===== config.mk =====
export PLATFORM = sky130hd
export DESIGN_NAME = sram_port_arbiter
export DESIGN_NICKNAME = d
export VERILOG_FILES = /design/src/rtl/tc_pkg.sv /design/src/rtl/rr_pick.sv /design/src/rtl/sram_port_arbiter.sv
export SDC_FILE = /design/constraint.sdc
export NUM_CORES = 1
export LEC_CHECK = 0
export BUFFER_PORTS_ARGS = -buffer_cell sky130_fd_sc_hd__clkbuf_2
export CORE_UTILIZATION = 45
export CTS_BUF_LIST = sky130_fd_sc_hd__clkbuf_8
export DETAILED_ROUTE_END_ITERATION = 8
export PLACE_DENSITY = 0.8
export SLEW_MARGIN = 20
export SYNTH_ARGS = -nofsm -noshare
export SYNTH_HDL_FRONTEND = slang
export SYNTH_SLANG_ARGS = --single-unit
export TNS_END_PERCENT = 10

===== constraint.sdc =====
create_clock -name clk -period 2.95 [get_ports clk]
set_input_delay 0 -clock clk [delete_from_list [all_inputs] [get_ports clk]]
set_output_delay 0 -clock clk [all_outputs]
set_load 0.03 [all_outputs]

===== src/rtl/tc_pkg.sv =====
// Shared types and limits for the SRAM port arbiter.
package tc_pkg;

   typedef enum logic {
      IDLE = 1'b0,
      OWN  = 1'b1
   } arb_state_t;

   localparam int ARB_MAX_REQ = 8;
   localparam int ARB_IDX_W   = $clog2(ARB_MAX_REQ);

endpackage


===== src/rtl/rr_pick.sv =====
// Rotating-priority one-hot picker: first masked request at or above ptr, wrapping to 0.
module rr_pick
   import tc_pkg::*;
#(
   parameter int N = 3
) (
   input  logic [N-1:0]         req,
   input  logic [ARB_IDX_W-1:0] ptr,
   input  logic [N-1:0]         mask,
   output logic [N-1:0]         onehot
);

   logic [N-1:0] cand;
   logic         found;

   assign cand = req & mask;

   // Two passes give the wrap: upper segment [ptr, N) first, then [0, ptr).
   always_comb begin
      onehot = '0;
      found  = 1'b0;
      for (int i = 0; i < N; i++) begin
         if (!found && cand[i] && (i >= int'(ptr))) begin
            onehot[i] = 1'b1;
            found     = 1'b1;
         end
      end
      for (int i = 0; i < N; i++) begin
         if (!found && cand[i] && (i < int'(ptr))) begin
            onehot[i] = 1'b1;
            found     = 1'b1;
         end
      end
   end

endmodule


===== src/rtl/sram_port_arbiter.sv =====
// Round-robin arbiter sharing one single-port SRAM among NUM_REQ requesters,
// with a per-owner burst limit and one-cycle read return.
//
//   state | meaning
//   IDLE  | no owner; any request is granted the same cycle
//   OWN   | owner register valid; owner keeps the port up to MAX_BURST beats
module sram_port_arbiter
   import tc_pkg::*;
#(
   parameter int ADDR_WIDTH = 4,
   parameter int DATA_WIDTH = 8,
   parameter int NUM_REQ    = 3,
   parameter int MAX_BURST  = 4
) (
   input  logic                             clk,
   input  logic                             rst_n,
   input  logic [NUM_REQ-1:0]               req,
   input  logic [NUM_REQ-1:0]               we,
   input  logic [NUM_REQ*ADDR_WIDTH-1:0]    addr,
   input  logic [NUM_REQ*DATA_WIDTH-1:0]    wdata,
   output logic [NUM_REQ-1:0]               gnt,
   output logic [NUM_REQ-1:0]               rvalid,
   output logic [DATA_WIDTH-1:0]            rdata,
   output logic                             mem_cs,
   output logic                             mem_we,
   output logic [ADDR_WIDTH-1:0]            mem_addr,
   output logic [DATA_WIDTH-1:0]            mem_din,
   input  logic [DATA_WIDTH-1:0]            mem_dout
);

   localparam logic [3:0]           BURST_MAX = 4'(MAX_BURST);
   localparam logic [ARB_IDX_W-1:0] LAST_IDX  = ARB_IDX_W'(NUM_REQ - 1);

   arb_state_t           state, state_nxt;
   logic [ARB_IDX_W-1:0] owner, owner_nxt, owner_inc;
   logic [ARB_IDX_W-1:0] rr_ptr, rr_ptr_nxt;
   logic [ARB_IDX_W-1:0] pick_ptr, pick_idx;
   logic [3:0]           burst_cnt, burst_nxt;
   logic [NUM_REQ-1:0]   owner_oh, pick, pick_mask, gnt_c, rvalid_q;
   logic                 others;

   assign owner_inc = (owner == LAST_IDX) ? '0 : owner + 1'b1;

   always_comb begin
      owner_oh = '0;
      for (int i = 0; i < NUM_REQ; i++) owner_oh[i] = (owner == ARB_IDX_W'(i));
   end

   assign others = |(req & ~owner_oh);

   // One picker serves both cases: in OWN it scans from owner+1 with the owner masked.
   assign pick_ptr  = (state == OWN) ? owner_inc : rr_ptr;
   assign pick_mask = (state == OWN) ? ~owner_oh : '1;

   rr_pick #(.N(NUM_REQ)) u_rr_pick (
      .req    (req),
      .ptr    (pick_ptr),
      .mask   (pick_mask),
      .onehot (pick)
   );

   always_comb begin
      pick_idx = '0;
      for (int i = 0; i < NUM_REQ; i++) if (pick[i]) pick_idx = ARB_IDX_W'(i);
   end

   always_comb begin
      state_nxt  = state;
      owner_nxt  = owner;
      rr_ptr_nxt = rr_ptr;
      burst_nxt  = burst_cnt;
      gnt_c      = '0;
      case (state)
         IDLE: begin
            if (|req) begin
               gnt_c     = pick;
               owner_nxt = pick_idx;
               burst_nxt = 4'd1;
               state_nxt = OWN;
            end
         end
         OWN: begin
            if (|(req & owner_oh)) begin
               if ((burst_cnt < BURST_MAX) || !others) begin
                  gnt_c = owner_oh;
                  if (burst_cnt < BURST_MAX) burst_nxt = burst_cnt + 4'd1;
               end else begin
                  rr_ptr_nxt = owner_inc;
                  gnt_c      = pick;
                  owner_nxt  = pick_idx;
                  burst_nxt  = 4'd1;
               end
            end else begin
               rr_ptr_nxt = owner_inc;
               if (|req) begin
                  gnt_c     = pick;
                  owner_nxt = pick_idx;
                  burst_nxt = 4'd1;
               end else begin
                  state_nxt = IDLE;
                  burst_nxt = '0;
               end
            end
         end
         default: state_nxt = IDLE;
      endcase
   end

   // Grant is combinational, so reset must also gate it to meet the async reset values.
   assign gnt    = rst_n ? gnt_c : '0;
   assign mem_cs = |gnt;

   always_comb begin
      mem_we   = 1'b0;
      mem_addr = '0;
      mem_din  = '0;
      for (int i = 0; i < NUM_REQ; i++) begin
         if (gnt[i]) begin
            mem_we   = we[i];
            mem_addr = addr[i*ADDR_WIDTH +: ADDR_WIDTH];
            mem_din  = wdata[i*DATA_WIDTH +: DATA_WIDTH];
         end
      end
   end

   always_ff @(posedge clk or negedge rst_n) begin
      if (!rst_n) begin
         state     <= IDLE;
         owner     <= '0;
         rr_ptr    <= '0;
         burst_cnt <= '0;
         rvalid_q  <= '0;
      end else begin
         state     <= state_nxt;
         owner     <= owner_nxt;
         rr_ptr    <= rr_ptr_nxt;
         burst_cnt <= burst_nxt;
         rvalid_q  <= gnt & ~we;
      end
   end

   // SRAM output is already registered; only qualify it with the return pulse.
   assign rvalid = rvalid_q;
   assign rdata  = (|rvalid_q) ? mem_dout : '0;

endmodule


After elaboration in Yosys (flattened, before gate mapping)
Index checks and enable logic that the tools add are counted.
{"block": "totals", "reg_bits": 14, "input_bits": 52, "out_inout_bits": 28}
{"block": "classes", "add_sub_neg": 2, "n_lt_le_gt_ge": 7, "n_eq_ne": 6, "muxes": 45, "bitwise": 7, "reduce_logical": 26}
{"op": "2-to-1 mux 3 bit", "n": 13}
{"op": "2-to-1 mux 8 bit", "n": 4}
{"op": "2-to-1 mux 4 bit", "n": 7}
{"op": "2-to-1 mux 1 bit", "n": 17}
{"op": "OR reduction 3 bit", "n": 5}
{"op": "bitwise AND 3 bit", "n": 4}
{"op": "one-hot mux 3 bit (2 select lines)", "n": 2}
{"op": "logical AND 1 bit", "n": 11}
{"op": "one-hot mux 4 bit (2 select lines)", "n": 1}
{"op": ">= comparator 1 x 3 -> 1 bit (first input constant)", "n": 2}
{"op": "zero test 1 bit", "n": 6}
{"op": "< comparator 1 x 3 -> 1 bit (first input constant)", "n": 2}
{"op": "inverter 3 bit", "n": 2}
{"op": "adder 4 x 1 -> 4 bit (second input constant)", "n": 1}
{"op": "< comparator 4 x 3 -> 1 bit (second input constant)", "n": 1}
{"op": "inequality test 2 bit (second input constant)", "n": 2}
{"op": "inequality test 4 bit (second input constant)", "n": 1}
{"op": "AND reduction 2 bit", "n": 2}
{"op": "adder 3 x 1 -> 3 bit (second input constant)", "n": 1}
{"op": "== test 3 x 1 -> 1 bit (second input constant)", "n": 1}
{"op": "== test 3 x 2 -> 1 bit (second input constant)", "n": 1}
{"op": ">= comparator 2 x 3 -> 1 bit (first input constant)", "n": 1}
{"op": "zero test 3 bit", "n": 1}
{"op": "< comparator 2 x 3 -> 1 bit (first input constant)", "n": 1}
{"op": "4 further kinds", "n": 4}

Longest topological paths before layout
Gate-level depths: netlist of the first run.
{"block": "depth", "ltp_word": 33, "ltp_mapped": 10, "ltp_nobuf": 8}

By module
Synthesis of the first run repeated with hierarchy kept, for this count alone.
{"block": "unflattened", "hier_cells": 168, "area_unflattened_um2": 1330.0}
{"mod": "sram_port_arbiter", "instances": 1, "cells_per_inst": 152, "area_each_um2": 1238.7}
{"mod": "rr_pick", "instances": 1, "cells_per_inst": 16, "area_each_um2": 91.3}

Worst setup path after synthesis of the first run
No wires, ideal clock.
{"block": "synth_path", "kind": "reg2out", "start": "register owner[0]", "end": "output mem_we", "arrival_time_ns": 2.626, "required_time_ns": 2.950, "slack_ns": 0.324, "path_stages_with_launch": 9, "n_path_buf": 1, "path_cell_list": "dfrtp_1 -> or4b_4 -> o2bb2ai_4 -> or2_1 -> and2_1 -> buf_4 -> a311o_4 -> nand2_1 -> a311oi_1"}
{"block": "synth_via", "elab_chain_len": 31, "elab_cells_between_ends": 55, "cone_classes": "add/sub (1); order compare (6); eq/ne (2); mux (21); bitwise (4); reduce/logical (21)"}
{"item": "from (decl)", "line": "sram_port_arbiter.sv:35", "source": "logic [ARB_IDX_W-1:0] owner, owner_nxt, owner_inc;"}
{"item": "from (signal assigned)", "line": "sram_port_arbiter.sv:135", "source": "owner <= owner_nxt;"}
{"item": "adder 3 x 1 -> 3 bit (tied with other cells)", "line": "sram_port_arbiter.sv:42", "source": "assign owner_inc = (owner == LAST_IDX) ? '0 : owner + 1'b1;"}
{"item": "2-to-1 mux 3 bit / inverter 3 bit (equally long branches)", "line": "sram_port_arbiter.sv:42, sram_port_arbiter.sv:49, sram_port_arbiter.sv:53"}
{"item": "2-to-1 mux 3 bit (on tied branches)", "line": "sram_port_arbiter.sv:52, sram_port_arbiter.sv:53"}
{"item": ">= comparator 1 x 3 -> 1 bit / bitwise AND 3 bit (equally long branches)", "line": "rr_pick.sv:23, rr_pick.sv:16"}
{"item": "logical AND 1 bit", "line": "rr_pick.sv:23", "source": "if (!found && cand[i] && (i >= int'(ptr))) begin"}
{"item": "2-to-1 mux 1 bit", "line": "rr_pick.sv:23"}
{"item": "zero test 1 bit", "line": "rr_pick.sv:23"}
{"item": "logical AND 1 bit (2 in a row)", "line": "rr_pick.sv:23"}
{"item": "(+13 left out)"}
{"item": "zero test 1 bit", "line": "rr_pick.sv:29", "source": "if (!found && cand[i] && (i < int'(ptr))) begin"}
{"item": "logical AND 1 bit (2 in a row)", "line": "rr_pick.sv:29"}
{"item": "2-to-1 mux 1 bit", "line": "rr_pick.sv:29"}
{"item": "2-to-1 mux 3 bit (on tied branches)", "line": "sram_port_arbiter.sv:75, sram_port_arbiter.sv:95, sram_port_arbiter.sv:84"}
{"item": "2-to-1 mux 3 bit", "line": "sram_port_arbiter.sv:83", "source": "if (|(req & owner_oh)) begin"}
{"item": "one-hot mux 3 bit (2 select lines) *", "line": "sram_port_arbiter.sv:73", "source": "case (state)"}
{"item": "2-to-1 mux 3 bit *", "line": "sram_port_arbiter.sv:110", "source": "assign gnt = rst_n ? gnt_c : '0;"}
{"item": "2-to-1 mux 1 bit *", "line": "sram_port_arbiter.sv:118", "source": "if (gnt[i]) begin"}
{"item": "to (decl)", "line": "sram_port_arbiter.sv:25", "source": "output logic mem_we,"}
Mark *: on every way between the ends. The rest lies on a longest branch, timed or not.

Worst setup path after layout of the first run
Ends and elaborated chain as after synthesis.

==> summary.md, run 1 <==
### GRT
* **wire length of the first global-routing pass** 5980 um
* **sum of overflow across all layers after global routing** 0
* **largest net degree at the start of global routing** 30
* **initial antenna violation count** 0
* **total routing resource utilization after global routing** 22.1%
* **number of global-route vias before repair** 1,431

### Power and ir drop
* **power consumption** 2020 uW
* **total power per unit cell area** 963 nW/um^2
* **Peak supply drop** 0.738 mV
* **P_leak** 0.00101 uW

### STA
* **final-report max-slew violation count** 0
* **RSZ-0062 raised after global routing** yes
* **clock tree skew after final layout** 0.00420 ns
* **Max-Slew Margin vs Limit** 47.9%
* **Final TNS setup** -0.0430 ns
* **Hold Vio Cnt, Final** 0
* **Min Clock Period, post-route** 2.99 ns
* **final worst slack** -0.0430 ns
* **peak clock frequency supported by timing** 0.334 GHz
* **final setup violation count** 1
* **Slew @ Worst Pin** 0.776 ns
* **final critical-path share of the clock period** 101%

### Yosys
* **count of warnings emitted by yosys** 0
* **Seq cells post-synth** 14
* **FFs w/ async S/R, synth** 100%
* **post-synth cell types** 48
* **Cell Area, Synth** 1520 um^2
* **part of the Yosys area used for sequential elements** 23.0%
* **dominant register cell in the synthesized netlist** sky130_fd_sc_hd__dfrtp_1
* **number of flops mapped to enable cells by yosys** 0
* **Syn Nets** 232
* **mean cell area of the mapped netlist** 8.49 um^2
* **post-synthesis instance total** 179

### Route
* **Vias/cell** 5.43
* **count of unresolved DRC violations after routing** 0
* **Detailed Route Iter0 Violations** 72
* **average routed wire per standard cell** 13.2 um
* **vias** 1,682
* **DRT antenna net count** 0
* **number of detailed-routing iterations run before antenna repair** 7
* **Total Wirelength** 4100 um

### Critical path
* **endpoint of the worst register-to-register path** rvalid[0]$_DFF_PN0_
* **type of element launching the critical path** flop
* **family with the most delay on the worst path** compound AO/OA/AOI/OAI gates
* **FF-to-FF Start** owner[0]$_DFFE_PN0P_
* **CP endpoint kind** primary output
* **buffers plus inverters on the worst setup path** 2
* **required arrival time at the worst endpoint** 2.95 ns
* **critical path peak fanout** 15
* **cell depth of the worst flop-to-flop path** 7
* **slowest cell on the critical path** sky130_fd_sc_hd__a2111oi_1
* **maximum cell stage delay along the critical path** 0.51 ns
* **FF-to-FF setup slack** 0.57 ns
* **classification of the worst setup path** flop to primary output
* **arrival time reported for the critical path endpoint** 2.99 ns
* **worst path cell trace** buf_4, and2_1, o22ai_1, o31ai_1, a2111oi_1, a311o_4, nand2_1, a311oi_1, clkbuf_2

### Job
* **Max-Cap Viols** 0

### Floorplanning
* **core area** 3130 um^2
* **die extent in x** 60.1 um
* **top-level I/O count** 80
* **starting utilization of the core area** 48.6%
* **Rows** 20
* **die span in y** 60.1 um
* **floorplan die area** 3610 um^2

### Worst hold path
* **min-delay worst type** input port to flop
* **endpoint with the worst hold slack** state$_DFF_PN0_
* **cell depth of the worst min-delay path** 3
* **worst hold path startpoint** req[2]

### Final layout
* **Ant. Diodes** 0
* **fraction of layout instances using a drive strength above 1** 48.9%
* **core utilization of the finished layout** 67.0%
* **Area growth syn-to-layout** 37.8%
* **post-layout net count** 320

### CTS
* **H-tree level count** 1
* **root buffer selected by CTS** sky130_fd_sc_hd__clkbuf_8
* **CTS tree** yes
* **CTS sink count** 14
* **clock-pin slew of the registers on the worst-case setup and hold paths** 0.06 ns
* **Clk Latency, worst-skew pair** 0.25 ns
* **cts bufs inserted** 3
* **clock tree buffer depth** 2

### Placed design
* **routability congestion estimate from global placement** 0.973
* **pre-CTS setup slack** 0.221 ns
* **PortBufs** 79
* **total half-perimeter wirelength after legalization and detailed placement** 3060 um

### Run status
* **failing checks** negative setup slack
* **run status** finished, violations left

## what timing repair did
item / 4_1_cts / 5_1_grt
endpoints found under the hold margin: 17 / 0
buffers inserted: 0 / 4
setup endpoints to repair: 1 / 13
resized for setup: 1 / 5
hold buffers: 4 / 0
pin swaps: 0 / 2
## flip-flops by register name, indices dropped and copies added (netlist names)
name and count:
state 1, burst_cnt 4, rr_ptr 3, owner 3, rvalid 3
## through the flow
step / instances / cell area, um^2 / hold slack [ns]
2_1_floorplan: 179 / 1520 / -0.296
3_3_place_gp: 298 / 1950 / 0.0258
3_5_place_dp: 298 / 1950 / 0.0258
4_1_cts: 306 / 2050 / 0.106
5_1_grt: 310 / 2090 / 0.123
6_report: 310 / 2090 / 0.110
## routing by layer
| layer | vias up | global-route usage (%) | part of all wire [%] | wire length (um) |
|---|---|---|---|---|
| met5 | - | 0 | 0 | 0 |
| met4 | 0 | 11.0 | 2.3 | 93 |
| met3 | 10 | 3.03 | 7.2 | 297 |
| li1 | 830 | - | - | - |
| met1 | 770 | 26.5 | 40 | 1660 |
| met2 | 72 | 38.1 | 50 | 2050 |
## cells in the final DEF (no fill, tap or decap), drive strengths merged, types with 4 or more instances in the layout
cell,count
a21oi,21
a2bb2oi,12
buf,11
clkbuf,83
dfrtp,14
dlygate4sd3,4
inv,8
nand2,22
nand2b,5
nor2,19
nor2b,14
nor3,7
o21ai,9
o2bb2ai,5
## cell type report
cell class                      instances  area, um^2
Inverter                                8        30.0
Clock buffer                            4        55.1
Timing Repair Buffer                   94         518
Sequential cell                        14         354
Tap cell                               44        55.1
Multi-Input combinational cell        146        1080
Fill cell                             256        1030
## synth_stat cells, types with 2 or more instances
cell type | n | area (um^2)
sky130_fd_sc_hd__nand2_1 | 22 | 82.6
sky130_fd_sc_hd__nor2_1 | 19 | 71.3
sky130_fd_sc_hd__dfrtp_1 | 14 | 350
sky130_fd_sc_hd__nor2b_1 | 14 | 87.6
sky130_fd_sc_hd__a21oi_1 | 12 | 60.1
sky130_fd_sc_hd__a21oi_2 | 9 | 78.8
sky130_fd_sc_hd__a2bb2oi_2 | 8 | 120
sky130_fd_sc_hd__inv_1 | 7 | 26.3
sky130_fd_sc_hd__nor3_1 | 6 | 30.0
sky130_fd_sc_hd__nand2b_1 | 5 | 31.3
sky130_fd_sc_hd__o21ai_0 | 5 | 25.0
sky130_fd_sc_hd__a2bb2oi_1 | 4 | 35.0
sky130_fd_sc_hd__buf_2 | 4 | 20.0
sky130_fd_sc_hd__o21ai_1 | 4 | 20.0
sky130_fd_sc_hd__o2bb2ai_1 | 4 | 35.0
sky130_fd_sc_hd__and2_1 | 3 | 18.8
sky130_fd_sc_hd__buf_4 | 3 | 22.5
sky130_fd_sc_hd__buf_6 | 2 | 22.5
sky130_fd_sc_hd__clkbuf_1 | 2 | 7.51
sky130_fd_sc_hd__mux2i_1 | 2 | 20.0
sky130_fd_sc_hd__nor4_2 | 2 | 25.0
sky130_fd_sc_hd__o31ai_1 | 2 | 15.0
## power breakdown
part / total [uW] / switching (uW) / internal (uW)
sequential: 323 / 71.8 / 251
clock: 188 / 70.2 / 118
combinational: 1500 / 922 / 583
## logic make-up after synthesis
logic type / count (synthesis) / share of synthesized area [%]
buffers and inverters: 19 / 6.75
xor gates and xnor gates: 1 / 0.576
and+or+nand+nor: 81 / 28.8
AOI/OAI and AO/OA: 61 / 38.7
adders and majority gates: 1 / 0.823
muxes: 2 / 1.32
DFF: 14 / 23.0
## worst max path at each step
stage                         startpoint     end  slack [ns]  depth (start not counted)
global route        owner[0]$_DFFE_PN0P_  mem_we       -0.07                          9
CTS                 owner[1]$_DFFE_PN0P_  mem_we        0.01                          8
floorplan           owner[0]$_DFFE_PN0P_  mem_we        0.32                          8
detailed placement  owner[1]$_DFFE_PN0P_  mem_we        0.22                          8
global placement    owner[1]$_DFFE_PN0P_  mem_we        0.25                          8
finish              owner[0]$_DFFE_PN0P_  mem_we       -0.04                          9
## worst reg2reg max path: stages, from the launching register on
cell                        delay [ns]
sky130_fd_sc_hd__dfrtp_1          0.45
sky130_fd_sc_hd__buf_4            0.20
sky130_fd_sc_hd__and2_1           0.18
sky130_fd_sc_hd__o22ai_1          0.33
sky130_fd_sc_hd__o31ai_1          0.14
sky130_fd_sc_hd__a2111oi_1        0.52
sky130_fd_sc_hd__a311o_4          0.33
sky130_fd_sc_hd__nor2b_1          0.17
(Power assumes the default switching activity.)
==> inputs of run 2 (changes only) <==
--- a/config.mk
+++ b/config.mk
@@ -9,9 +9,10 @@
 export CORE_UTILIZATION = 45
 export CTS_BUF_LIST = sky130_fd_sc_hd__clkbuf_8
 export DETAILED_ROUTE_END_ITERATION = 8
-export PLACE_DENSITY = 0.8
+export PLACE_DENSITY = 0.83
 export SLEW_MARGIN = 20
 export SYNTH_ARGS = -nofsm -noshare
 export SYNTH_HDL_FRONTEND = slang
+export SYNTH_HIERARCHICAL = 1
 export SYNTH_SLANG_ARGS = --single-unit
 export TNS_END_PERCENT = 10
==> run 2 against run 1 <==
Effect of this change:
- the run now ends clean
- sequential share of layout area grew 1.5 points
- final area is 8.4% lower
- synthesized cell count shrank 6.1%
- sequential power fell by 8.0%
- register-to-register slack worse by 0.07 ns
- clock-buffer cell count stayed put
- worst hold slack better by 0.10 ns
- final cell count shrank 8.1%
- non-clock buffer count decreased by 1
- global-route usage grew 0.86 points
- routed wire length down 7.8%
- critical endpoint unchanged
==> summary.md, run 2 <==
### Run status
* **run status** finished, final reports clean

### Final layout
* **post-layout net count** 308
* **leading cell types in the layout, fill and taps excluded** sky130_fd_sc_hd__clkbuf_2 (76), sky130_fd_sc_hd__nor2_1 (26), sky130_fd_sc_hd__a21oi_1 (21)
* **Area growth syn-to-layout** 44.3%
* **max FFs per register** 4
* **most frequent standard cell in the layout excluding fill and tap cells** sky130_fd_sc_hd__clkbuf_2
* **fraction of layout instances using a drive strength above 1** 47.6%
* **Ant. Diodes** 0
* **post-route cell area** 1920 um^2
* **register containing the most flip-flops in the final layout** burst_cnt

### Yosys
* **most numerous cell types in the synthesized netlist** sky130_fd_sc_hd__nor2_1 (26), sky130_fd_sc_hd__a21oi_1 (25), sky130_fd_sc_hd__dfrtp_1 (14)
* **FFs w/ async S/R, synth** 100%
* **library cell with the largest summed area after synthesis** sky130_fd_sc_hd__dfrtp_1
* **count of warnings emitted by yosys** 6
* **Area contributors post-synth** sky130_fd_sc_hd__dfrtp_1 (26%), sky130_fd_sc_hd__a21oi_1 (9.4%), sky130_fd_sc_hd__a32oi_1 (7.9%), sky130_fd_sc_hd__nor2_1 (7.3%), sky130_fd_sc_hd__nor2b_1 (5.2%)
* **number of flops mapped to enable cells by yosys** 0
* **dominant register cell in the synthesized netlist** sky130_fd_sc_hd__dfrtp_1
* **most frequently used cell type in the post-synthesis netlist** sky130_fd_sc_hd__nor2_1
* **Seq cells post-synth** 14
* **post-synth cell types** 45
* **Syn Nets** 221
* **Cell Area, Synth** 1330 um^2
* **mean cell area of the mapped netlist** 7.92 um^2
* **part of the Yosys area used for sequential elements** 26.3%
* **Yosys top cell area share** 26.3%
* **post-synthesis instance total** 168

### Route
* **Vias/cell** 5.66
* **vias** 1,613
* **Detailed Route Iter0 Violations** 54
* **DRT antenna net count** 0
* **average routed wire per standard cell** 13.3 um
* **count of unresolved DRC violations after routing** 0
* **number of detailed-routing iterations run before antenna repair** 4
* **Total Wirelength** 3780 um

### STA
* **Hold Vio Cnt, Final** 0
* **final critical-path share of the clock period** 96.0%
* **final-report max-slew violation count** 0
* **Worst Hold Margin** 0.210 ns
* **clock tree skew after final layout** 0.00568 ns
* **Max-Slew Margin vs Limit** 45.1%
* **Slew @ Worst Pin** 0.817 ns
* **final setup violation count** 0
* **Final TNS setup** 0 ns
* **Min Clock Period, post-route** 2.83 ns
* **peak clock frequency supported by timing** 0.353 GHz

### CTS
* **root buffer selected by CTS** sky130_fd_sc_hd__clkbuf_8
* **CTS tree** yes
* **Clk Latency, worst-skew pair** 0.25 ns
* **CTS sink count** 14
* **cts bufs inserted** 3
* **clock-pin slew of the registers on the worst-case setup and hold paths** 0.06 ns
* **H-tree level count** 1
* **clock tree buffer depth** 2

### Placed design
* **placed cell areas** 1720 um^2
* **routability congestion estimate from global placement** 0.876
* **PortBufs** 79
* **total half-perimeter wirelength after legalization and detailed placement** 2720 um

### GRT
* **largest net degree at the start of global routing** 17
* **wire length of the first global-routing pass** 5870 um
* **sum of overflow across all layers after global routing** 0
* **initial antenna violation count** 0
* **number of global-route vias before repair** 1,434
* **total routing resource utilization after global routing** 23.0%

### Critical path
* **critical path peak fanout** 7
* **CP endpoint kind** primary output
* **type of element launching the critical path** flop
* **classification of the worst setup path** flop to primary output
* **required arrival time at the worst endpoint** 2.95 ns
* **arrival time reported for the critical path endpoint** 2.83 ns

### Floorplanning
* **core area** 2780 um^2
* **Rows** 19
* **die extent in x** 56.4 um
* **die span in y** 56.4 um
* **top-level I/O count** 80
* **starting utilization of the core area** 47.8%
* **floorplan die area** 3180 um^2

### Power and ir drop
* **total power per unit cell area** 841 nW/um^2
* **Peak supply drop** 0.651 mV
* **power consumption** 1610 uW
* **P_leak** 0.000952 uW

### Worst hold path
* **min-delay worst type** input port to asynchronous set/reset pin

### Job
* **Max-Cap Viols** 0

## run 2: cell types whose count changed after synthesis, moves of 3 or more
| cell | change |
|---|---|
| sky130_fd_sc_hd__nor2_1 | +7 |
| sky130_fd_sc_hd__a2bb2oi_2 | -8 |
| sky130_fd_sc_hd__nor2b_1 | -3 |
| sky130_fd_sc_hd__mux2_2 | +3 |
| sky130_fd_sc_hd__nand2_1 | -11 |
| sky130_fd_sc_hd__a21oi_2 | -8 |
| sky130_fd_sc_hd__a2bb2oi_1 | -4 |
| sky130_fd_sc_hd__a21oi_1 | +13 |
| sky130_fd_sc_hd__nand2b_1 | -3 |
| sky130_fd_sc_hd__a32oi_1 | +12 |
| sky130_fd_sc_hd__o21ai_1 | -4 |
| sky130_fd_sc_hd__o2bb2ai_1 | -4 |
## run 2: area by class of cell
cell class	count	area, um^2
Clock buffer	4	55.1
Fill cell	243	862
Inverter	7	26.3
Multi-Input combinational cell	136	935
Sequential cell	14	354
Tap cell	31	38.8
Timing Repair Buffer	93	510
## run 2: final timing paths
kind | start | end | slack, ns | cells after the start
max | owner[1]$_DFFE_PN0P_ | mem_we | 0.12 | 12
min | rst_n | rr_ptr[0]$_DFFE_PN0P_ | 0.21 | 2
max reg2reg | owner[1]$_DFFE_PN0P_ | rvalid[2]$_DFF_PN0_ | 0.50 | 10
min reg2reg | rr_ptr[0]$_DFFE_PN0P_ | rr_ptr[0]$_DFFE_PN0P_ | 0.51 | 1
max in group asynchronous | rst_n | state$_DFF_PN0_ | 2.41 | 2
min in group clk | req[1] | state$_DFF_PN0_ | 0.21 | 3
## run 2: worst max-delay path, stage by stage, from the launching register on
cell                       delay [ns]
sky130_fd_sc_hd__dfrtp_2         0.44
sky130_fd_sc_hd__nor2b_2         0.20
sky130_fd_sc_hd__a21oi_2         0.18
sky130_fd_sc_hd__a21oi_2         0.11
sky130_fd_sc_hd__nand2b_1        0.20
sky130_fd_sc_hd__or3b_1          0.39
sky130_fd_sc_hd__a21oi_2         0.17
sky130_fd_sc_hd__o21ai_0         0.10
sky130_fd_sc_hd__a21o_2          0.26
sky130_fd_sc_hd__buf_4           0.16
sky130_fd_sc_hd__nor2_1          0.14
sky130_fd_sc_hd__a21oi_2         0.04
sky130_fd_sc_hd__clkbuf_2        0.18
## run 2: logic make-up after synthesis
| group | count (synthesis) | synth area share [%] |
|---|---|---|
| buffers and inverters | 18 | 8.18 |
| flip-flops | 14 | 26.3 |
| multiplexers | 5 | 4.42 |
| XOR/XNOR | 1 | 0.659 |
| AO/OA/AOI/OAI | 58 | 30.6 |
| AND/OR/NAND/NOR | 71 | 28.9 |
| adder cells (fa/ha/maj) | 1 | 0.941 |
## run 2: what timing repair did
action / CTS / global route
endpoints found under the hold margin: 17 / 0
buffers inserted: 2 / 3
hold buffers: 4 / 0
resized for setup: 5 / 15
pin swaps: 1 / 2
endpoints found under the setup margin: 14 / 14
## run 2: power by group
group | internal [uW] | leakage (uW) | total [uW] | switching (uW)
Combinational | 419 | 0.000748 | 1130 | 707
Clock | 118 | 0.0000288 | 191 | 72.9
Sequential | 246 | 0.000176 | 297 | 50.6
## run 2: layer usage
metal	vias to the layer above	routed length, um	global-route usage [%]
met2	79	1910	42.7
li1	789	-	-
met5	-	0	0
met4	0	69	9.76
met1	734	1520	26.2
met3	11	281	2.76
## run 2: stage by stage
stage / util [%] / std cells / setup WS [ns]
final: 69.0 / 285 / 0.119
after global routing: 69.0 / 285 / -0.0309
after CTS: 66.2 / 282 / 0.00465
after detailed placement: 61.8 / 272 / 0.0976
after global placement: 61.8 / 272 / 0.172
after floorplan: - / 168 / 0.239
